**src/rtl/mantis_addnorm_if.sv**
```systemverilog
`default_nettype none
// ============================================================================
// Module   : mantis_addnorm_if
// Brief    : Operand-in / result-out handshake bundle for mantis_addnorm.
// Revision : 1.0 - initial release
// ============================================================================
interface mantis_addnorm_if #(
    parameter int EXP_SIZE    = 8,
    parameter int MANTIS_SIZE = 23
);
    localparam int W = MANTIS_SIZE + 3;

    logic                in_valid;
    logic                in_ready;
    logic                sign_of_great;
    logic                sign_of_small;
    logic [EXP_SIZE-1:0] exp;
    logic [W-1:0]        mantis_great;
    logic [W-1:0]        mantis_small;
    logic                loss;

    logic                out_valid;
    logic                out_ready;
    logic                out_sign;
    logic [EXP_SIZE-1:0] out_exp;
    logic [W-1:0]        out_mantis;
    logic                out_overflow;
    logic                out_underflow;
    logic                out_inexact;

    modport master (
        output in_valid, sign_of_great, sign_of_small, exp,
               mantis_great, mantis_small, loss, out_ready,
        input  in_ready, out_valid, out_sign, out_exp, out_mantis,
               out_overflow, out_underflow, out_inexact
    );

    modport slave (
        input  in_valid, sign_of_great, sign_of_small, exp,
               mantis_great, mantis_small, loss, out_ready,
        output in_ready, out_valid, out_sign, out_exp, out_mantis,
               out_overflow, out_underflow, out_inexact
    );
endinterface
`default_nettype wire

```
**src/rtl/mantis_addnorm.sv**
```systemverilog
`default_nettype none
// ============================================================================
// Module   : mantis_addnorm
// Brief    : Effective mantissa add/subtract followed by 1-bit/cycle normalize.
// Revision : 1.0 - initial release
// ============================================================================
module mantis_addnorm #(
    parameter int EXP_SIZE    = 8,
    parameter int MANTIS_SIZE = 23
) (
    input  wire logic         clk,
    input  wire logic         rst,
    mantis_addnorm_if.slave   bus
);
    localparam int W = MANTIS_SIZE + 3;

    typedef enum logic [1:0] {
        IDLE = 2'd0,
        ADD  = 2'd1,
        NORM = 2'd2,
        DONE = 2'd3
    } state_t;

    state_t r_state;
    state_t w_next;

    logic                r_eff_sub;
    logic                r_sign_great;
    logic                r_loss;
    logic [W-1:0]        r_great;
    logic [W-1:0]        r_small;
    logic [W-1:0]        r_acc;
    logic [EXP_SIZE-1:0] r_exp;
    logic                r_sign;
    logic                r_overflow;
    logic                r_underflow;
    logic                r_inexact;
    logic                r_valid;

    logic [W-1:0]        w_sum;
    logic [W-1:0]        w_diff;
    logic [EXP_SIZE-1:0] w_exp_inc;
    logic [EXP_SIZE-1:0] w_exp_dec;
    logic                w_zero;
    logic                w_carry;
    logic                w_normal;
    logic                w_exp_low;
    logic                w_accept;
    logic                w_release;

    assign w_sum     = r_great + r_small;
    assign w_diff    = r_great - r_small;
    assign w_exp_inc = r_exp + EXP_SIZE'(1);
    assign w_exp_dec = r_exp - EXP_SIZE'(1);
    assign w_zero    = (r_acc == '0);
    assign w_carry   = r_acc[W-1];
    assign w_normal  = r_acc[W-2];
    assign w_exp_low = (r_exp <= EXP_SIZE'(1));
    assign w_accept  = (r_state == IDLE) && bus.in_valid;
    assign w_release = (r_state == DONE) && r_valid && bus.out_ready;

    always_ff @(posedge clk or posedge rst) begin
        if (rst) begin
            r_state <= IDLE;
        end else begin
            r_state <= w_next;
        end
    end

    always_comb begin
        w_next = r_state;
        case (r_state)
            IDLE: if (bus.in_valid) w_next = ADD;
            ADD:  w_next = NORM;
            NORM: if (w_zero || w_carry || w_normal || w_exp_low) w_next = DONE;
            DONE: if (r_valid && bus.out_ready) w_next = IDLE;
            default: w_next = IDLE;
        endcase
    end

    always_ff @(posedge clk or posedge rst) begin
        if (rst) begin
            r_eff_sub    <= 1'b0;
            r_sign_great <= 1'b0;
            r_loss       <= 1'b0;
            r_great      <= '0;
            r_small      <= '0;
            r_acc        <= '0;
            r_exp        <= '0;
            r_sign       <= 1'b0;
            r_overflow   <= 1'b0;
            r_underflow  <= 1'b0;
            r_inexact    <= 1'b0;
            r_valid      <= 1'b0;
        end else begin
            case (r_state)
                IDLE: begin
                    if (w_accept) begin
                        r_eff_sub    <= bus.sign_of_great ^ bus.sign_of_small;
                        r_sign_great <= bus.sign_of_great;
                        r_loss       <= bus.loss;
                        r_great      <= bus.mantis_great;
                        r_small      <= bus.mantis_small;
                        r_exp        <= bus.exp;
                        r_overflow   <= 1'b0;
                        r_underflow  <= 1'b0;
                        r_inexact    <= bus.loss;
                    end
                end
                ADD: begin
                    // Loss folds into the sticky position so cancellation can never hide it.
                    r_acc  <= (r_eff_sub ? w_diff : w_sum) | {{(W-1){1'b0}}, r_loss};
                    r_sign <= r_sign_great;
                end
                NORM: begin
                    if (w_zero) begin
                        r_sign    <= 1'b0;
                        r_exp     <= '0;
                        r_acc     <= '0;
                        r_inexact <= r_loss;
                    end else if (w_carry) begin
                        r_exp     <= w_exp_inc;
                        r_inexact <= r_inexact | r_acc[0];
                        if (&w_exp_inc) begin
                            r_acc      <= '0;
                            r_overflow <= 1'b1;
                        end else begin
                            r_acc <= {1'b0, r_acc[W-1:2], r_acc[1] | r_acc[0]};
                        end
                    end else if (w_normal) begin
                        r_acc <= r_acc;
                    end else if (w_exp_low) begin
                        r_underflow <= 1'b1;
                    end else begin
                        r_acc <= {r_acc[W-2:0], 1'b0};
                        r_exp <= w_exp_dec;
                    end
                end
                DONE: begin
                    // Valid is raised one cycle after entering DONE; results are already settled.
                    if (!r_valid) begin
                        r_valid <= 1'b1;
                    end else if (w_release) begin
                        r_valid <= 1'b0;
                    end
                end
                default: r_valid <= 1'b0;
            endcase
        end
    end

    assign bus.in_ready      = (r_state == IDLE);
    assign bus.out_valid     = r_valid;
    assign bus.out_sign      = r_sign;
    assign bus.out_exp       = r_exp;
    assign bus.out_mantis    = r_acc;
    assign bus.out_overflow  = r_overflow;
    assign bus.out_underflow = r_underflow;
    assign bus.out_inexact   = r_inexact;

endmodule
`default_nettype wire

```
**src/flat_wrapper.sv**
```systemverilog
// flat-port wrapper written by rule: the top's interface ports become plain ports
module mantis_addnorm_flat 
#(
    parameter int EXP_SIZE    = 8,
    parameter int MANTIS_SIZE = 23
)
  (clk, rst, bus_in_valid, bus_sign_of_great, bus_sign_of_small, bus_exp, bus_mantis_great, bus_mantis_small, bus_loss, bus_out_ready, bus_in_ready, bus_out_valid, bus_out_sign, bus_out_exp, bus_out_mantis, bus_out_overflow, bus_out_underflow, bus_out_inexact);
  mantis_addnorm_if #(.EXP_SIZE(EXP_SIZE), .MANTIS_SIZE(MANTIS_SIZE)) bus_i ();
  input  wire logic clk;
  input  wire logic rst;
  input wire logic [$bits(bus_i.in_valid)-1:0] bus_in_valid;
  input wire logic [$bits(bus_i.sign_of_great)-1:0] bus_sign_of_great;
  input wire logic [$bits(bus_i.sign_of_small)-1:0] bus_sign_of_small;
  input wire logic [$bits(bus_i.exp)-1:0] bus_exp;
  input wire logic [$bits(bus_i.mantis_great)-1:0] bus_mantis_great;
  input wire logic [$bits(bus_i.mantis_small)-1:0] bus_mantis_small;
  input wire logic [$bits(bus_i.loss)-1:0] bus_loss;
  input wire logic [$bits(bus_i.out_ready)-1:0] bus_out_ready;
  output wire logic [$bits(bus_i.in_ready)-1:0] bus_in_ready;
  output wire logic [$bits(bus_i.out_valid)-1:0] bus_out_valid;
  output wire logic [$bits(bus_i.out_sign)-1:0] bus_out_sign;
  output wire logic [$bits(bus_i.out_exp)-1:0] bus_out_exp;
  output wire logic [$bits(bus_i.out_mantis)-1:0] bus_out_mantis;
  output wire logic [$bits(bus_i.out_overflow)-1:0] bus_out_overflow;
  output wire logic [$bits(bus_i.out_underflow)-1:0] bus_out_underflow;
  output wire logic [$bits(bus_i.out_inexact)-1:0] bus_out_inexact;
  assign bus_i.in_valid = bus_in_valid;
  assign bus_i.sign_of_great = bus_sign_of_great;
  assign bus_i.sign_of_small = bus_sign_of_small;
  assign bus_i.exp = bus_exp;
  assign bus_i.mantis_great = bus_mantis_great;
  assign bus_i.mantis_small = bus_mantis_small;
  assign bus_i.loss = bus_loss;
  assign bus_i.out_ready = bus_out_ready;
  assign bus_in_ready = bus_i.in_ready;
  assign bus_out_valid = bus_i.out_valid;
  assign bus_out_sign = bus_i.out_sign;
  assign bus_out_exp = bus_i.out_exp;
  assign bus_out_mantis = bus_i.out_mantis;
  assign bus_out_overflow = bus_i.out_overflow;
  assign bus_out_underflow = bus_i.out_underflow;
  assign bus_out_inexact = bus_i.out_inexact;
  mantis_addnorm #(.EXP_SIZE(EXP_SIZE), .MANTIS_SIZE(MANTIS_SIZE)) u_core (.clk(clk), .rst(rst), .bus(bus_i));
endmodule
```
**config.mk**
```make
export PLATFORM = sky130hd
export DESIGN_NAME = mantis_addnorm_flat
export DESIGN_NICKNAME = d
export VERILOG_FILES = /design/src/rtl/mantis_addnorm_if.sv /design/src/rtl/mantis_addnorm.sv /design/src/flat_wrapper.sv
export SDC_FILE = /design/constraint.sdc
export NUM_CORES = 1
export LEC_CHECK = 0
export CAP_MARGIN = 10
export CORE_MARGIN = 2
export CORE_UTILIZATION = 59
export DETAILED_ROUTE_END_ITERATION = 8
export GPL_TIMING_DRIVEN = 0
export PLACE_DENSITY = 0.95
export SKIP_LAST_GASP = 1
export SYNTH_ARGS = -nofsm -noshare
export SYNTH_HDL_FRONTEND = slang
export SYNTH_SLANG_ARGS = --single-unit
```
**constraint.sdc**
```tcl
create_clock -name clk -period 10 [get_ports clk]
set_input_delay 1.5 -clock clk [delete_from_list [all_inputs] [get_ports clk]]
set_output_delay 1.5 -clock clk [all_outputs]
set_load 0.01 [all_outputs]
```
* After elaboration in Yosys (flattened, before gate mapping)
Cells that the tools add are included.
** Cells by class
- Bitwise operators :: 4
- Reductions and logical operators :: 20
- Equal/unequal tests :: 17
- $lt $le $gt $ge :: 1
- Add/sub/neg operators :: 4
- Multiplexer cells :: 35
** Operators with widths (count)
- 26-bit two-way mux :: 4
- 26-bit case mux with 2 select lines :: 1
- 25-bit two-way mux :: 2
- 8-bit two-way mux :: 5
- 26-bit adder :: 1
- 26-bit zero test :: 1
- 26-bit by 1-bit OR with 26-bit output :: 1
- 26-bit subtractor :: 1
- 8-bit case mux with 2 select lines :: 1
- 1-bit two-way mux :: 14
- 2-bit by 1-bit != test with 1-bit output (second input constant) :: 6
- 2-bit != test (second input constant) :: 5
- 3-bit AND reduction :: 3
- 8-bit by 1-bit adder with 8-bit output (second input constant) :: 1
- 8-bit by 1-bit less-or-equal comparator with 1-bit output (second input constant) :: 1
- 1-bit case mux with 2 select lines :: 4
- 2-bit case mux with 4 select lines :: 1
- 8-bit AND reduction :: 1
- 8-bit by 1-bit subtractor with 8-bit output (second input constant) :: 1
- 2-bit two-way mux :: 3
- 6-bit AND reduction :: 1
- 5-bit AND reduction :: 1
- 2-bit equality test (second input constant) :: 2
- 1-bit logical AND :: 4
- other kinds (11) :: 16
** Storage, ports and cells
- Input port bits :: 67
- Output and inout bits :: 40
- Bits in registers :: 96

* Logic depth before layout (Yosys ltp)
Gate-level depths: netlist (run 1).
- Depth in word-level cells :: 6
- Mapped depth :: 16
- Mapped depth without buffers :: 16

* Worst setup path before layout (run 1)
Ideal clock, no wire load.
- Path type :: register to register
- Start point :: register u_core.r_small[6]
- End point :: register u_core.r_acc[20] (netlist: u_core.bus.out_mantis[20])
- Arrival :: 3515 ps
- Clock period less this slack :: 3646 ps
- Stages on the path, launching flop included :: 15
- Path slack :: 6354 ps
- Required time :: 9869 ps
- Setup time :: 131 ps
- Cell sequence :: dfrtp_1 or4_1 or3_1 nor3_1 nor2_1 xnor2_1 ha_1 o21ai_0 o21bai_1 a221oi_1 a21oi_1 or3_1 a21oi_1 xor2_1 o22ai_1
** Between the ends
- Cells in the longest elaborated chain, start to end :: 4
- Elaborated cells on any way between the ends :: 5
- Classes of those cells :: add/sub: 2; mux: 2; bitwise: 1
** RTL lines
- start: declaration :: RTL line mantis_addnorm.sv:31 : logic [W-1:0] r_small;
- start signal: assignment :: RTL line mantis_addnorm.sv:103 : r_small <= bus.mantis_small;
- 26-bit adder / 26-bit subtractor (equally long branches) :: RTL line mantis_addnorm.sv:51, mantis_addnorm.sv:52
- 26-bit two-way mux * :: RTL line mantis_addnorm.sv:112 : r_acc <= (r_eff_sub ? w_diff : w_sum) | {{(W-1){1'b0}}, r_loss};
- 26-bit by 1-bit OR with 26-bit output * :: RTL line mantis_addnorm.sv:112
- 26-bit case mux with 2 select lines * :: RTL line mantis_addnorm.sv:96 : case (r_state)
- end signal: assignment :: RTL line mantis_addnorm.sv:112
- end signal: assignment :: RTL line mantis_addnorm.sv:128 : r_acc <= {1'b0, r_acc[W-1:2], r_acc[1] | r_acc[0]};
- end signal: assignment :: RTL line mantis_addnorm.sv:131 : r_acc <= r_acc;
- end: declaration :: RTL line mantis_addnorm.sv:32 : logic [W-1:0] r_acc;
Every way passes the cells marked *; elsewhere a longest branch is shown, timed or not.
A chain may end at the register's enable or synchronous reset.

* Final worst setup path (run 1)
- Start point :: register u_core.r_small[2]
- End point :: register u_core.r_acc[20] (netlist: u_core.bus.out_mantis[20])
The elaborated chain is that of the path after synthesis.

==> qor.csv, run 1 <==
stage,metric,value,unit
clock_network,Resize count post-CTS,0,
grt,vias in the first global route,6070,
die,die width,109,um
timing,RSZ-0062 raised after global routing,no,
logic_synthesis,sequential area share after synthesis,37.1,%
die,die area,11800,um^2
logic_synthesis,post-synth cell types,69,
timing,Fin Setup TNS,0,ns
critical_path,CP endpoint kind,flip-flop,
detailed_routing,vias post-DR,6089,
clock_network,clk buf depth,2,
detailed_routing,drt wl/cell,19.3,um
timing,final hold vios,0,
logic_synthesis,largest cells by area after synthesis,"dfrtp_1, mux2_2, ha_1, xnor2_1, a21oi_1",
timing,hold_ws,0.510,ns
layout,layout cell share with drive strength beyond 1,11.8,%
detailed_routing,antenna-violating nets left,0,
clock_network,H-tree depth,3,
clock_network,clock root buffer,clkbuf_8,
placed_design,port bufs,106,
layout,"commonest non-fill, non-tap cell in the layout",clkdlybuf4s50_1,
clock_network,clk sink count,96,
logic_synthesis,Post-synth EDFFs,0,
detailed_routing,final wirelength,18200,um
critical_path,worst-path fanout max,6,
timing,final worst path period need,4.17,ns
timing,Final setup viols,0,
logic_synthesis,Yosys warning count,0,
clock_network,Hold Buf Count CTS,0,
status,outcome,finished clean,
timing,Max-slew headroom,52.3,%
clock_network,CTS Buf Count,9,
timing,measured slew at the worst slew-check pin,0.715,ns
die,Die H,109,um
logic_synthesis,Mapped Nets,786,
grt,first-pass GRT wire length,29400,um
die,I/O pins,107,
placed_design,dpl ws,5.94,ns
grt,initial antenna violation count,0,
clock_network,Post-CTS Repair Setup Buffers,0,
timing,max frequency,240,MHz
flow_run,max-cap viol count,0,
detailed_routing,via/cell ratio,6.45,
logic_synthesis,Synth Instances,685,
timing,crit share post-route,41.7,%
layout,nets,904,
critical_path,critical path class,reg2reg,
logic_synthesis,Post-synth ARST share,100,%
detailed_routing,DRC viols,0,
timing,final worst slack,5.83,ns
placed_design,GPL Wtd Cong,0.970,
layout,most frequent cells in the layout,"clkdlybuf4s50_1, dfrtp_1, mux2_2",
logic_synthesis,Seq cells post-synth,96,
placed_design,Detailed Place HPWL,14100,um
grt,GRT Overall Usage,31.8,%
detailed_routing,initial DRC count,469,
die,row count,38,
timing,Worst Skew,0.00575,ns
grt,Overflow after GRT,0,
grt,largest net degree at the start of global routing,55,
layout,ant diodes,0,
die,Starting Density,60.0,%
min_path,Min-Delay Path Class,reg2reg,
logic_synthesis,post-synth design cell area,6480,um^2
logic_synthesis,cell accounting for the most synthesized area,dfrtp_1,
clock_network,Skew-Pair Late Insertion Delay,0.37,ns
logic_synthesis,Post-synth top flop,dfrtp_1,
detailed_routing,Pre-antenna DRT Iters,5,
die,core area,10800,um^2
layout,P&R area growth vs syn,22.1,%
critical_path,WP data arrival,4.42,ns
clock_network,clock-pin slew of the registers on the worst-case setup and hold paths,0.09,ns
logic_synthesis,post-synth top area share,37.1,%
critical_path,WP data required,10.25,ns
timing,final number of max-transition violations,0,
critical_path,Worst setup SP type,flip-flop,
clock_network,TritonCTS clock tree,done,
logic_synthesis,"Avg Cell Area, Syn",9.45,um^2
==> registers in the layout (all words and copies together) (netlist names) <==
| signal | cells |
|---|---|
| u_core.r_small | 26 |
| u_core.r_eff_sub | 1 |
| u_core.bus.out_exp | 8 |
| u_core.r_sign_great | 1 |
| u_core.bus.out_sign | 1 |
| u_core.bus.out_mantis | 26 |
| u_core.r_state | 2 |
| u_core.bus.out_inexact | 1 |
| u_core.bus.out_underflow | 1 |
| u_core.bus.out_valid | 1 |
| u_core.bus.out_overflow | 1 |
| u_core.r_great | 26 |
| u_core.r_loss | 1 |
==> cell families (layout without fill, tap and decap cells) <==
| family | after synthesis | after routing | synth area share, % |
|---|---|---|---|
| AND/OR/NAND/NOR | 197 | 197 | 15.6 |
| AO/OA/AOI/OAI | 196 | 196 | 20.6 |
| flip-flops | 96 | 96 | 37.1 |
| buffers and inverters | 59 | 178 | 3.88 |
| multiplexers | 57 | 57 | 9.87 |
| XOR/XNOR | 46 | 46 | 6.34 |
| adder cells (fa/ha/maj) | 34 | 34 | 6.68 |
==> synthesized netlist by cell type (7+ instances only) <==
library cell,n
a21oi_1,51
a22oi_1,19
clkbuf_1,17
dfrtp_1,96
ha_1,33
inv_1,26
mux2_2,55
nand2_1,51
nand3_1,13
nand4_1,7
nor2_1,49
nor2b_1,7
nor3_1,20
nor4_1,11
o21a_1,14
o21ai_0,33
o221ai_1,15
xnor2_1,31
xor2_1,14
==> path summary, 6_finish.rpt <==
check | from | end | slack [ns] | cells after the start
worst max-delay path | u_core.r_small[2] | u_core.bus.out_mantis[20] | 5.83 | 15
worst min-delay path | u_core.r_great[0] | u_core.r_great[0] | 0.51 | 1
worst max register to register | u_core.r_small[2] | u_core.bus.out_mantis[20] | 5.83 | 15
worst min register to register | u_core.r_great[0] | u_core.r_great[0] | 0.51 | 1
max in group asynchronous | rst | u_core.r_small[18] | 7.80 | 3
min in group asynchronous | rst | u_core.bus.out_exp[5] | 1.54 | 2
==> metal layers <==
| metal | global-route usage, % | wire (um) | vias to the layer above |
|---|---|---|---|
| met5 | 0 | 0 | - |
| met4 | 15.8 | 772 | 0 |
| met3 | 5.44 | 1520 | 69 |
| met2 | 54.0 | 8880 | 384 |
| met1 | 39.2 | 7080 | 2876 |
| li1 | - | - | 2760 |
==> per-stage QoR <==
| step | instance area (um^2) | std cells | utilization [%] |
|---|---|---|---|
| 5_1_grt | 7910 | 944 | 73.2 |
| 2_1_floorplan | 6480 | 685 | - |
| 3_3_place_gp | 7710 | 931 | 71.5 |
| 6_report | 7910 | 944 | 73.2 |
| 3_5_place_dp | 7740 | 932 | 71.7 |
| 4_1_cts | 7910 | 944 | 73.2 |
==> cell type report <==
| type | count | area [um^2] |
|---|---|---|
| well taps | 140 | 175 |
| repair buffers | 107 | 1090 |
| plain buffers | 33 | 154 |
| fillers | 766 | 2890 |
| inverters | 26 | 100 |
| clock buffers | 10 | 128 |
| clock inverters | 2 | 35.0 |
| multi-input cells | 530 | 3820 |
| flip-flops and latches | 96 | 2400 |
==> worst max-delay path: stages, from the launching register on <==
cell and delay, ns:
dfrtp_1 0.45, nor4_1 0.60, and2_1 0.31, nand2_1 0.10, nor3_1 0.25, or2_2 0.19
xor2_1 0.17, ha_1 0.32, o21ai_0 0.11, o21bai_1 0.14, a221oi_1 0.41, a21oi_1 0.14
or3_1 0.36, a21oi_1 0.18, xor2_1 0.20, o22ai_1 0.11
Power of run 1 is left out: the tool's default activity adds up to more than one toggle a clock period on the data nets, which glitch-free logic cannot reach.
==> inputs of run 2 (changes only) <==
--- a/config.mk
+++ b/config.mk
@@ -7,10 +7,10 @@
 export LEC_CHECK = 0
 export CAP_MARGIN = 10
 export CORE_MARGIN = 2
-export CORE_UTILIZATION = 59
+export CORE_UTILIZATION = 49
 export DETAILED_ROUTE_END_ITERATION = 8
 export GPL_TIMING_DRIVEN = 0
-export PLACE_DENSITY = 0.95
+export PLACE_DENSITY = 0.89
 export SKIP_LAST_GASP = 1
 export SYNTH_ARGS = -nofsm -noshare
 export SYNTH_HDL_FRONTEND = slang
==> constraint.sdc (replaced) <==
create_clock -name clk -period 3.79 [get_ports clk]
set_input_delay 0.5685 -clock clk [delete_from_list [all_inputs] [get_ports clk]]
set_output_delay 0.5685 -clock clk [all_outputs]
set_load 0.01 [all_outputs]
==> run 2 against run 1 <==
  * Routed wire length decreased by 0.63%
  * Setup slack got worse by 5.8 ns
  * Die area rose by 20%
  * Register-to-register slack got worse by 5.8 ns
  * Critical path type unchanged
  * Critical endpoint unchanged
==> qor.csv, run 2 (synthesis gave the netlist of run 1 again) <==
stage,metric,value,unit
status,outcome,finished clean,
min_path,Min-Delay Path Class,reg2reg,
detailed_routing,via/cell ratio,6.07,
layout,fin cells,993,
grt,met2 Usage GRT,40.4,%
timing,final number of max-transition violations,0,
clock_network,clock-pin slew of the registers on the worst-case setup and hold paths,0.07,ns
critical_path,CP cell instances,"or4_4, or3_4, nor3_4, nor2_1, xnor2_1, ha_1, buf_4, nand4_1, nor2_1, a221oi_2, a21oi_2, or3_1, a21oi_2, xor2_1, o22ai_1",
die,row count,42,
critical_path,critical path class,reg2reg,
die,core area,13100,um^2
placed_design,Detailed Place HPWL,13200,um
grt,largest net degree at the start of global routing,65,
layout,"commonest non-fill, non-tap cell in the layout",clkdlybuf4s50_1,
critical_path,worst reg2reg path endpoint,u_core.bus.out_mantis[20],
critical_path,WP data arrival,4.00,ns
critical_path,cell family with most CP delay,simple AND/OR/NAND/NOR gates,
critical_path,r2r setup slk,0.01,ns
critical_path,Worst setup SP type,flip-flop,
timing,max frequency,265,MHz
die,Starting Density,49.5,%
layout,ant diodes,0,
layout,most frequent cells in the layout,"clkdlybuf4s50_1, dfrtp_1, mux2_2",
critical_path,path depth of the worst reg2reg path,15,
critical_path,worst-path fanout max,5,
detailed_routing,drt wl/cell,18.3,um
clock_network,TritonCTS clock tree,done,
timing,RSZ-0062 raised after global routing,yes,
die,die area,14200,um^2
detailed_routing,final wirelength,18100,um
grt,GR peak layer,met2,
clock_network,Hold Buf Count CTS,0,
die,I/O pins,107,
min_path,Hold EP,u_core.bus.out_sign,
critical_path,CP Buf/Inv Count,1,
timing,crit share post-route,99.6,%
critical_path,CP endpoint kind,flip-flop,
die,die width,119,um
detailed_routing,initial DRC count,493,
timing,Fin Setup TNS,0,ns
flow_run,max-cap viol count,0,
clock_network,CTS Buf Count,9,
timing,final worst path period need,3.78,ns
detailed_routing,antenna-violating nets left,0,
clock_network,clock root buffer,clkbuf_16,
layout,layout cell share with drive strength beyond 1,16.6,%
placed_design,GPL Wtd Cong,0.955,
min_path,hold depth,1,
timing,final hold vios,0,
clock_network,Skew-Pair Late Insertion Delay,0.35,ns
detailed_routing,Pre-antenna DRT Iters,7,
grt,first-pass GRT wire length,28900,um
die,Die H,119,um
layout,nets,913,
timing,Max-slew headroom,49.3,%
detailed_routing,DRC viols,0,
detailed_routing,vias post-DR,6030,
grt,Overflow after GRT,0,
timing,measured slew at the worst slew-check pin,0.760,ns
timing,Final setup viols,0,
grt,GRT Overall Usage,25.5,%
critical_path,reg2reg start,u_core.r_small[7],
clock_network,clk sink count,96,
clock_network,H-tree depth,3,
timing,Worst Skew,0.00210,ns
critical_path,critical-path cell with the highest stage delay,or4_4,
clock_network,clk buf depth,2,
grt,initial antenna violation count,0,
min_path,Hold Startpoint,u_core.r_sign_great,
critical_path,Slowest Stage Delay on Critical Path,0.55,ns
critical_path,WP data required,4.02,ns
grt,M3 GR Usage,3.69,%
grt,met1 Usage GRT,34.6,%
grt,vias in the first global route,5735,
placed_design,port bufs,106,
layout,P&R area growth vs syn,28.1,%
placed_design,placed cell count,968,
==> run 2: how the worst max path moves through the flow <==
stage	start	depth (start not counted)	endpoint	slack, ns
2_1_floorplan	u_core.r_small[6]	14	u_core.bus.out_mantis[20]	0.14
5_1_grt	u_core.r_small[7]	15	u_core.bus.out_mantis[20]	-0.20
6_report	u_core.r_small[7]	15	u_core.bus.out_mantis[20]	0.01
3_3_place_gp	rst	2	u_core.r_small[18]	-0.70
4_1_cts	u_core.r_small[6]	15	u_core.bus.out_mantis[20]	-0.02
3_5_place_dp	u_core.r_small[6]	14	u_core.bus.out_mantis[20]	-0.27
==> run 2: area by class of cell <==
| type | count | area, um^2 |
|---|---|---|
| Buffer | 33 | 156 |
| Clock buffer | 9 | 225 |
| Clock inverter | 7 | 95.1 |
| Fill cell | 1014 | 4790 |
| Inverter | 26 | 100 |
| Multi-Input combinational cell | 530 | 3940 |
| Sequential cell | 96 | 2400 |
| Tap cell | 176 | 220 |
| Timing Repair Buffer | 116 | 1160 |
==> run 2: what timing repair did <==
item | 4_1_cts | 5_1_grt
buffers inserted | 2 | 7
gates resized for setup | 10 | 24
setup endpoints to repair | 4 | 7
pin swaps | 2 | 7
==> run 2: layer usage <==
| metal | vias to the layer above | wire, um |
|---|---|---|
| met1 | 2886 | 7860 |
| li1 | 2802 | - |
| met3 | 48 | 1200 |
| met4 | 0 | 581 |
| met2 | 294 | 8490 |
| met5 | - | 0 |
==> run 2: through the flow <==
step | cell area (um^2) | setup slack, ns | util (%) | hold WS, ns
2_1_floorplan | 6480 | 0.144 | - | 0.467
3_3_place_gp | 7760 | -0.699 | 59.3 | 0.477
3_5_place_dp | 7790 | -0.274 | 59.5 | 0.490
4_1_cts | 8160 | -0.0215 | 62.4 | 0.503
5_1_grt | 8290 | -0.199 | 63.4 | 0.529
6_report | 8290 | 0.0135 | 63.4 | 0.503
Power of run 2 is left out for the same reason.
==> inputs of run 3 (changes only) <==
--- a/config.mk
+++ b/config.mk
@@ -7,10 +7,10 @@
 export LEC_CHECK = 0
 export CAP_MARGIN = 10
 export CORE_MARGIN = 2
-export CORE_UTILIZATION = 49
+export CORE_UTILIZATION = 50
+export CTS_BUF_LIST = sky130_fd_sc_hd__clkbuf_8
 export DETAILED_ROUTE_END_ITERATION = 8
-export GPL_TIMING_DRIVEN = 0
-export PLACE_DENSITY = 0.89
+export PLACE_DENSITY = 0.91
 export SKIP_LAST_GASP = 1
 export SYNTH_ARGS = -nofsm -noshare
 export SYNTH_HDL_FRONTEND = slang
==> run 3 against run 2 <==
  * Final cell count down 2.4%
  * Core utilization grew 0.22 points
  * Setup slack improved by 0.12 ns
==> qor.csv, run 3 (synthesis gave the netlist of run 1 again) <==
stage,metric,value,unit
status,outcome,finished clean,
grt,largest net degree at the start of global routing,59,
critical_path,reg2reg start,u_core.r_small[6],
clock_network,Skew-Pair Late Insertion Delay,0.39,ns
grt,initial antenna violation count,0,
critical_path,worst reg2reg path endpoint,u_core.bus.out_mantis[25],
detailed_routing,antenna-violating nets left,0,
timing,final hold vios,0,
critical_path,path depth of the worst reg2reg path,13,
detailed_routing,via/cell ratio,5.98,
critical_path,Worst setup SP type,flip-flop,
detailed_routing,Pre-antenna DRT Iters,6,
placed_design,GPL Wtd Cong,0.920,
timing,crit share post-route,96.4,%
timing,max frequency,274,MHz
placed_design,Detailed Place HPWL,12400,um
clock_network,H-tree depth,3,
timing,final number of max-transition violations,0,
placed_design,dpl ws,0.0589,ns
grt,first-pass GRT wire length,27800,um
min_path,hold depth,1,
critical_path,r2r setup slk,0.14,ns
min_path,Hold Startpoint,u_core.bus.out_overflow,
timing,final worst path period need,3.65,ns
clock_network,CTS Buf Count,9,
layout,most frequent cells in the layout,"clkdlybuf4s50_1, dfrtp_1, mux2_2",
detailed_routing,drt wl/cell,17.5,um
timing,final worst slack,0.136,ns
layout,layout cell share with drive strength beyond 1,15.4,%
min_path,Hold EP,u_core.bus.out_overflow,
placed_design,port bufs,106,
timing,Max-slew headroom,30.0,%
detailed_routing,DRC viols,0,
critical_path,WP data arrival,3.98,ns
min_path,Min-Delay Path Class,reg2reg,
clock_network,clock root buffer,clkbuf_8,
timing,RSZ-0062 raised after global routing,yes,
layout,ant diodes,0,
die,die width,118,um
clock_network,clk sink count,96,
layout,nets,893,
placed_design,placed cell count,949,
die,Starting Density,51.3,%
flow_run,max-cap viol count,0,
timing,Final setup viols,0,
die,I/O pins,107,
clock_network,clk buf depth,2,
die,row count,41,
die,Die H,118,um
grt,Overflow after GRT,0,
die,core area,12600,um^2
die,die area,13900,um^2
layout,fin cells,969,
grt,vias in the first global route,5559,
critical_path,WP data required,4.11,ns
timing,Fin Setup TNS,0,ns
timing,Worst Skew,0.0118,ns
timing,measured slew at the worst slew-check pin,1.04,ns
grt,GRT Overall Usage,24.5,%
critical_path,worst-path fanout max,4,
detailed_routing,initial DRC count,594,
clock_network,TritonCTS clock tree,done,
clock_network,Hold Buf Count CTS,0,
detailed_routing,vias post-DR,5792,
layout,P&R area growth vs syn,23.9,%
layout,"commonest non-fill, non-tap cell in the layout",clkdlybuf4s50_1,
critical_path,critical path class,reg2reg,
clock_network,clock-pin slew of the registers on the worst-case setup and hold paths,0.09,ns
detailed_routing,final wirelength,16900,um
critical_path,CP endpoint kind,flip-flop,
[run 3: changes by cell type in the layout (fill, tap and decap cells not counted), sizes merged]
cell | previous run | this run
clkinvlp | 1 | 0
buf | 26 | 23
bufinv | 2 | 1
clkbuf | 26 | 9
inv | 27 | 28
clkinv | 3 | 4
[run 3: cell type report]
| class | instances | area, um^2 |
|---|---|---|
| sequential | 96 | 2400 |
| clock inverter | 7 | 56.3 |
| timing repair buffer | 129 | 1250 |
| multi-input combinational | 530 | 3880 |
| inverter | 26 | 98.8 |
| fill | 1047 | 4590 |
| tap | 172 | 215 |
| clock buffer | 9 | 124 |
[run 3: worst max-delay path: stages, from the launching register on]
cell     delay, ns
dfrtp_1       0.40
or4_4         0.57
or3_4         0.35
buf_4         0.15
nor4_4        0.28
nor2_1        0.11
xnor2_1       0.14
ha_1          0.34
inv_1         0.11
nor2_2        0.16
and3_1        0.17
a31oi_1       0.16
or4_1         0.55
nand3_1       0.10
[run 3: stage by stage]
stage	instance area, um^2	utilization [%]	hold WS (ns)
4_1_cts	7940	62.9	0.511
6_report	8030	63.6	0.504
2_1_floorplan	6480	-	0.467
3_3_place_gp	7760	61.5	0.479
5_1_grt	8030	63.6	0.541
3_5_place_dp	7760	61.5	0.492
[run 3: worst max-delay path by stage]
stage                 startpoint                   endpoint  slack (ns)  depth (start not counted)
3_5_place_dp   u_core.r_small[8]  u_core.bus.out_mantis[25]        0.06                         13
2_1_floorplan  u_core.r_small[6]  u_core.bus.out_mantis[20]        0.14                         14
5_1_grt        u_core.r_small[2]  u_core.bus.out_mantis[20]       -0.05                         15
6_report       u_core.r_small[6]  u_core.bus.out_mantis[25]        0.14                         13
3_3_place_gp   u_core.r_small[6]  u_core.bus.out_mantis[24]        0.14                         15
4_1_cts        u_core.r_small[8]  u_core.bus.out_mantis[25]        0.03                         13
[run 3: timing repair]
item	4_1_cts	5_1_grt
gates resized for setup	0	16
endpoints found under the hold margin	0	0
buffers inserted	0	4
setup endpoints to repair	0	8
[run 3: metal layers]
metal	vias up	global-route usage (%)	part of all wire, %
li1	2754	-	-
met1	2774	33.6	44
met2	244	39.7	49
met3	20	3.78	5.4
met4	0	8.21	1.4
met5	-	0	0
Power of run 3 is left out for the same reason.
==> patch 1, RTL diff (config.mk and constraints of run 2) <==
Re-encode `state_t` (4 states) as one-hot, 4 bits wide.
--- a/src/rtl/mantis_addnorm.sv
+++ b/src/rtl/mantis_addnorm.sv
@@ -14,11 +14,11 @@
 );
     localparam int W = MANTIS_SIZE + 3;
 
-    typedef enum logic [1:0] {
-        IDLE = 2'd0,
-        ADD  = 2'd1,
-        NORM = 2'd2,
-        DONE = 2'd3
+    typedef enum logic [3:0] {
+        IDLE = 4'b0001,
+        ADD  = 4'b0010,
+        NORM = 4'b0100,
+        DONE = 4'b1000
     } state_t;
 
     state_t r_state;
Formal check against the unedited RTL: same outputs for any inputs over 4 cycles, from zero or initial values and one cycle with rst high; so few cycles prove little.
==> patch 1 against run 2 <==
Critical path depth shrank 3. Sequential cell count grew 2. Cell area shrank 0.62%. Maximum frequency grew 2.2%. Worst setup slack gained 0.082 ns. Wire length grew 2.1%. Utilization grew 1.7 points. Largest cell class unchanged. Area after synthesis shrank 1.2%.
==> patch 1: results (changes against run 2) <==
stage	metric	value	unit	change
worst_setup_path	CP max-delay cell	dfrtp_1		
cells_and_area	layout cells sized above 1	8.10	%	-8.5 points
worst_setup_path	Worst Reg-to-Reg Cells	12		-3
cells_and_area	buffering overhead	15.5	%	-0.37 points
worst_setup_path	Max FO, Critical Path	10		+5
detailed_routing	Pre-Repair DR Iteration Count	5		-2
cells_and_area	non-clock inverter count	15		-42%
worst_setup_path	Crit path largest cell delay	0.53	ns	-0.02 ns
global_route	gr usage total	25.9	%	+0.41 points
cells_and_area	# clk buffers	12		+3
sta	Final Skew	0.0113	ns	+0.00916 ns
global_route	met1 Use GR	34.3	%	-0.29 points
worst_setup_path	Critical Path Sink	u_core.bus.out_mantis[22]		
sta	period utilization	97.5	%	-2.2 points
cells_and_area	#MultiIn Comb	628		+18%
worst_setup_path	Worst EP arrival	3.98	ns	-0.02 ns
cells_and_area	fillers	1062		+4.7%
synth	top post-synthesis cells by count	nand2_1 (191), dfrtp_1 (97), nor2_1 (64)		
synth	Synth Net Count	876		+11%
cells_and_area	Buffers, non-clock	144		-3.4%
cells_and_area	footprint of the multi-input gates	3930	sq um	-0.13%
place	Routability Congestion	0.967		+1.3%
synth	Synth cell types	76		+10%
worst_setup_path	CP delay by family, top	compound AO/OA/AOI/OAI gates		
place	placed cell area	7710	sq um	-0.96%
sta	relative slew slack	39.8	%	-9.6 points
worst_setup_path	crit path launch	u_core.r_eff_sub		
place	post-place setup slack	-0.453	ns	-0.179 ns
global_route	met2 usage	42.4	%	+1.9 points
global_route	first-pass GRT wire length	29400	microns	+1.7%
synth	Synth area leaders	dfrtp_1 (38%), nand2_1 (11%), ha_1 (5.9%)		
detailed_routing	initial DRC count	610		+24%
cells_and_area	number of sequential cells	98		+2.1%
worst_setup_path	reg2reg setup slack	0.1	ns	+0.08 ns
outcome	outcome	complete, no violations		
global_route	pin count of the biggest net entering global routing	69		+6.2%
cells_and_area	register area	2460	sq um	+2.2%
detailed_routing	post-DR wirelength/cell	17.3	microns	-5.5%
[patch 1: repair_timing]
action,in CTS,in global routing
pin swaps,4,11
resized for setup,10,34
buffers inserted,1,2
endpoints found under the setup margin,7,10
[patch 1: layer usage]
metal	part of all wire (%)	wire length, microns	vias up
met5	0	0	-
met4	2.2	416	0
met3	7.2	1340	35
met2	48	8820	286
met1	43	7950	2932
li1	-	-	3022
[patch 1: per-stage QoR]
| step | cells | power (mW) | hold WS (ns) |
|---|---|---|---|
| 3_5_place_dp | 1057 | 7.75 | 0.470 |
| 3_3_place_gp | 1056 | 7.60 | 0.448 |
| 6_report | 1073 | 9.34 | 0.484 |
| 4_1_cts | 1073 | 8.88 | 0.490 |
| 2_1_floorplan | 778 | 6.11 | 0.439 |
| 5_1_grt | 1073 | 10.0 | 0.505 |
[patch 1: cells by family after synthesis]
| kind of cell | Yosys count | share of synthesized area [%] |
|---|---|---|
| AND/OR/NAND/NOR | 356 | 25.2 |
| buffers and inverters | 52 | 3.48 |
| multiplexers | 5 | 0.782 |
| AO/OA/AOI/OAI | 195 | 20.4 |
| XOR/XNOR | 41 | 5.61 |
| adder cells (fa/ha/maj) | 31 | 6.18 |
| flip-flops | 98 | 38.3 |
[patch 1: how the worst min path moves through the flow]
stage / startpoint / endpoint / slack (ns) / depth (start not counted)
2_1_floorplan: u_core.r_sign_great / u_core.bus.out_sign / 0.44 / 2
3_3_place_gp: u_core.r_sign_great / u_core.bus.out_sign / 0.45 / 2
3_5_place_dp: u_core.r_great[7] / u_core.r_great[7] / 0.47 / 2
4_1_cts: u_core.r_great[9] / u_core.r_great[9] / 0.49 / 2
5_1_grt: u_core.r_great[15] / u_core.r_great[15] / 0.51 / 2
6_report: u_core.r_great[9] / u_core.r_great[9] / 0.48 / 2
==> patch 2, RTL diff (settings of run 2) <==
Without the edit above. `MANTIS_SIZE` is set to 23 in 3 places; all go to 46.
--- a/src/rtl/mantis_addnorm_if.sv
+++ b/src/rtl/mantis_addnorm_if.sv
@@ -6,7 +6,7 @@
 // ============================================================================
 interface mantis_addnorm_if #(
     parameter int EXP_SIZE    = 8,
-    parameter int MANTIS_SIZE = 23
+    parameter int MANTIS_SIZE = 46
 );
     localparam int W = MANTIS_SIZE + 3;
 
--- a/src/rtl/mantis_addnorm.sv
+++ b/src/rtl/mantis_addnorm.sv
@@ -6,7 +6,7 @@
 // ============================================================================
 module mantis_addnorm #(
     parameter int EXP_SIZE    = 8,
-    parameter int MANTIS_SIZE = 23
+    parameter int MANTIS_SIZE = 46
 ) (
     input  wire logic         clk,
     input  wire logic         rst,
--- a/src/flat_wrapper.sv
+++ b/src/flat_wrapper.sv
@@ -2,7 +2,7 @@
 module mantis_addnorm_flat 
 #(
     parameter int EXP_SIZE    = 8,
-    parameter int MANTIS_SIZE = 23
+    parameter int MANTIS_SIZE = 46
 )
   (clk, rst, bus_in_valid, bus_sign_of_great, bus_sign_of_small, bus_exp, bus_mantis_great, bus_mantis_small, bus_loss, bus_out_ready, bus_in_ready, bus_out_valid, bus_out_sign, bus_out_exp, bus_out_mantis, bus_out_overflow, bus_out_underflow, bus_out_inexact);
   mantis_addnorm_if #(.EXP_SIZE(EXP_SIZE), .MANTIS_SIZE(MANTIS_SIZE)) bus_i ();
Interface: changed (resized bus_mantis_great, bus_mantis_small and bus_out_mantis); port bits go from 107 to 176. The function was not compared with the original's and may differ.
==> patch 2 against run 2 <==
The run now ends with setup timing left. Cell count grew 85%. Cell area grew 94%. Non-clock buffer count grew 170. Area after synthesis grew 77%. First-iteration DRC count grew to 3.7 times the old value. Wire length grew 130%. Worst setup slack lost 0.90 ns. Hold slack lost 0.082 ns. Sequential cell count grew 69. Critical endpoint is now u_core.bus.out_mantis[45].
Power is not shown: default switching activity piles up to over one toggle a cycle in this logic, so the estimate is an artifact.
==> patch 2: results (changes against run 2) <==
stage	metric	value	unit	change
clock_network	Setup Fix Bufs, Post-CTS	48		+46
detailed_routing	routed wire length	42600	microns	+130%
sta	Fin Hold WS	0.421	ns	-0.0822 ns
worst_setup_path	worst r2r dst	u_core.bus.out_mantis[45]		
place	post-place setup slack	-1.49	ns	-1.22 ns
worst_hold_path	Hold Path Class	input port to async pin		
synth	Synth cell types	71		+2.9%
synth	Synth Area in Compound Gates	22.5	%	+1.9 points
global_route	first-pass GRT wire length	60400	microns	+110%
sta	setup violators final	31		+31
place	Routability Congestion	0.974		+2.0%
worst_setup_path	Worst EP arrival	5.00	ns	+1.00 ns
synth	Synth area leaders	dfrtp_1 (36%), mux2_2 (10%), ha_1 (6.1%)		
detailed_routing	Pre-Repair DR Iteration Count	8		+1
outcome	failing checks	setup timing		
cells_and_area	Post-Layout Cell Count	1835		+85%
cells_and_area	footprint of the multi-input gates	8010	sq um	+100%
sta	worst slew pin tran	1.20	ns	+0.436 ns
synth	mux contribution to synthesized area	10.7	%	+0.80 points
worst_setup_path	Max FO, Critical Path	6		+1
global_route	gr usage total	31.4	%	+5.9 points
clock_network	htree depth	4		+1
place	HPWL Detailed	27300	microns	+110%
worst_setup_path	Worst Reg-to-Reg Cells	17		+2
worst_setup_path	Crit path largest cell delay	0.57	ns	+0.02 ns
clock_network	cts bufs inserted	17		+8
clock_network	CTS resizes	139		+129
place	placed cell area	13800	sq um	+77%
detailed_routing	initial DRC count	1817		+270%
worst_setup_path	CP max-delay cell	or4b_4		
synth	Post-Synth XOR/XNOR Area	6.34	%	about the same
cells_and_area	fillers	1491		+47%
synth	sequential share of the synthesized area	36.0	%	-1.0 points
place	Placed Instances	1733		+79%
synth	top post-synthesis cells by count	dfrtp_1 (165), nor2_1 (109), mux2_2 (105)		
outcome	outcome	finished, violations left		
global_route	vias in the first global route	11400		+100%
cells_and_area	layout cells sized above 1	27.4	%	+11 points
worst_setup_path	Critical R2R Launch	u_core.r_small[11]		
place	PortBufs	175		+65%
sta	final worst setup slack	-0.886	ns	-0.900 ns
sta	Final Skew	0.0120	ns	+0.00989 ns
global_route	pin count of the biggest net entering global routing	46		-29%
synth	Synth Area in Adders	6.29	%	-0.39 points
synth	Avg Inst Size Synth	9.23	sq um	-2.4%
detailed_routing	routed vias/inst	6.60		+8.6%
-- patch 2: cell count changes in the layout (fill, tap and decap cells not counted), sizes merged, moves of 50 or more --
cell,change
nor2,+59
dfrtp,+69
a21oi,+50
clkdlybuf4s50,+69
mux2,+50
buf,+69
-- patch 2: metal layers --
layer / track usage, % / vias to the layer above / wire [microns]
li1: - / 5166 / -
met1: 40.7 / 5814 / 16200
met2: 50.3 / 895 / 19600
met3: 5.45 / 231 / 4060
met4: 16.6 / 0 / 2670
met5: 0 / - / 0
-- patch 2: cells by family after synthesis --
logic type               after synthesis
AO/OA/AOI/OAI                        384
AND/OR/NAND/NOR                      340
XOR/XNOR                              82
buffers and inverters                104
adder cells (fa/ha/maj)               57
flip-flops                           165
multiplexers                         109
-- patch 2: worst max-delay path by stage --
| stage | from | end | cells after the start | slack, ns |
|---|---|---|---|---|
| floorplan | u_core.r_small[14] | u_core.bus.out_mantis[45] | 16 | -0.58 |
| global placement | u_core.r_small[2] | u_core.bus.out_mantis[45] | 19 | -1.23 |
| detailed placement | u_core.r_small[2] | u_core.bus.out_mantis[39] | 17 | -1.49 |
| CTS | u_core.r_small[13] | u_core.bus.out_mantis[45] | 17 | -0.96 |
| global route | u_core.r_small[13] | u_core.bus.out_mantis[45] | 16 | -1.0 |
| finish | u_core.r_small[11] | u_core.bus.out_mantis[45] | 17 | -0.89 |
-- patch 2: layout make-up --
class | instances | area share (%)
multi-input cells | 972 | 49.9
flip-flops and latches | 165 | 25.7
repair buffers | 259 | 15.5
clock buffers | 19 | 2.82
well taps | 313 | 2.44
plain buffers | 60 | 1.67
clock inverters | 13 | 1.21
inverters | 34 | 0.818
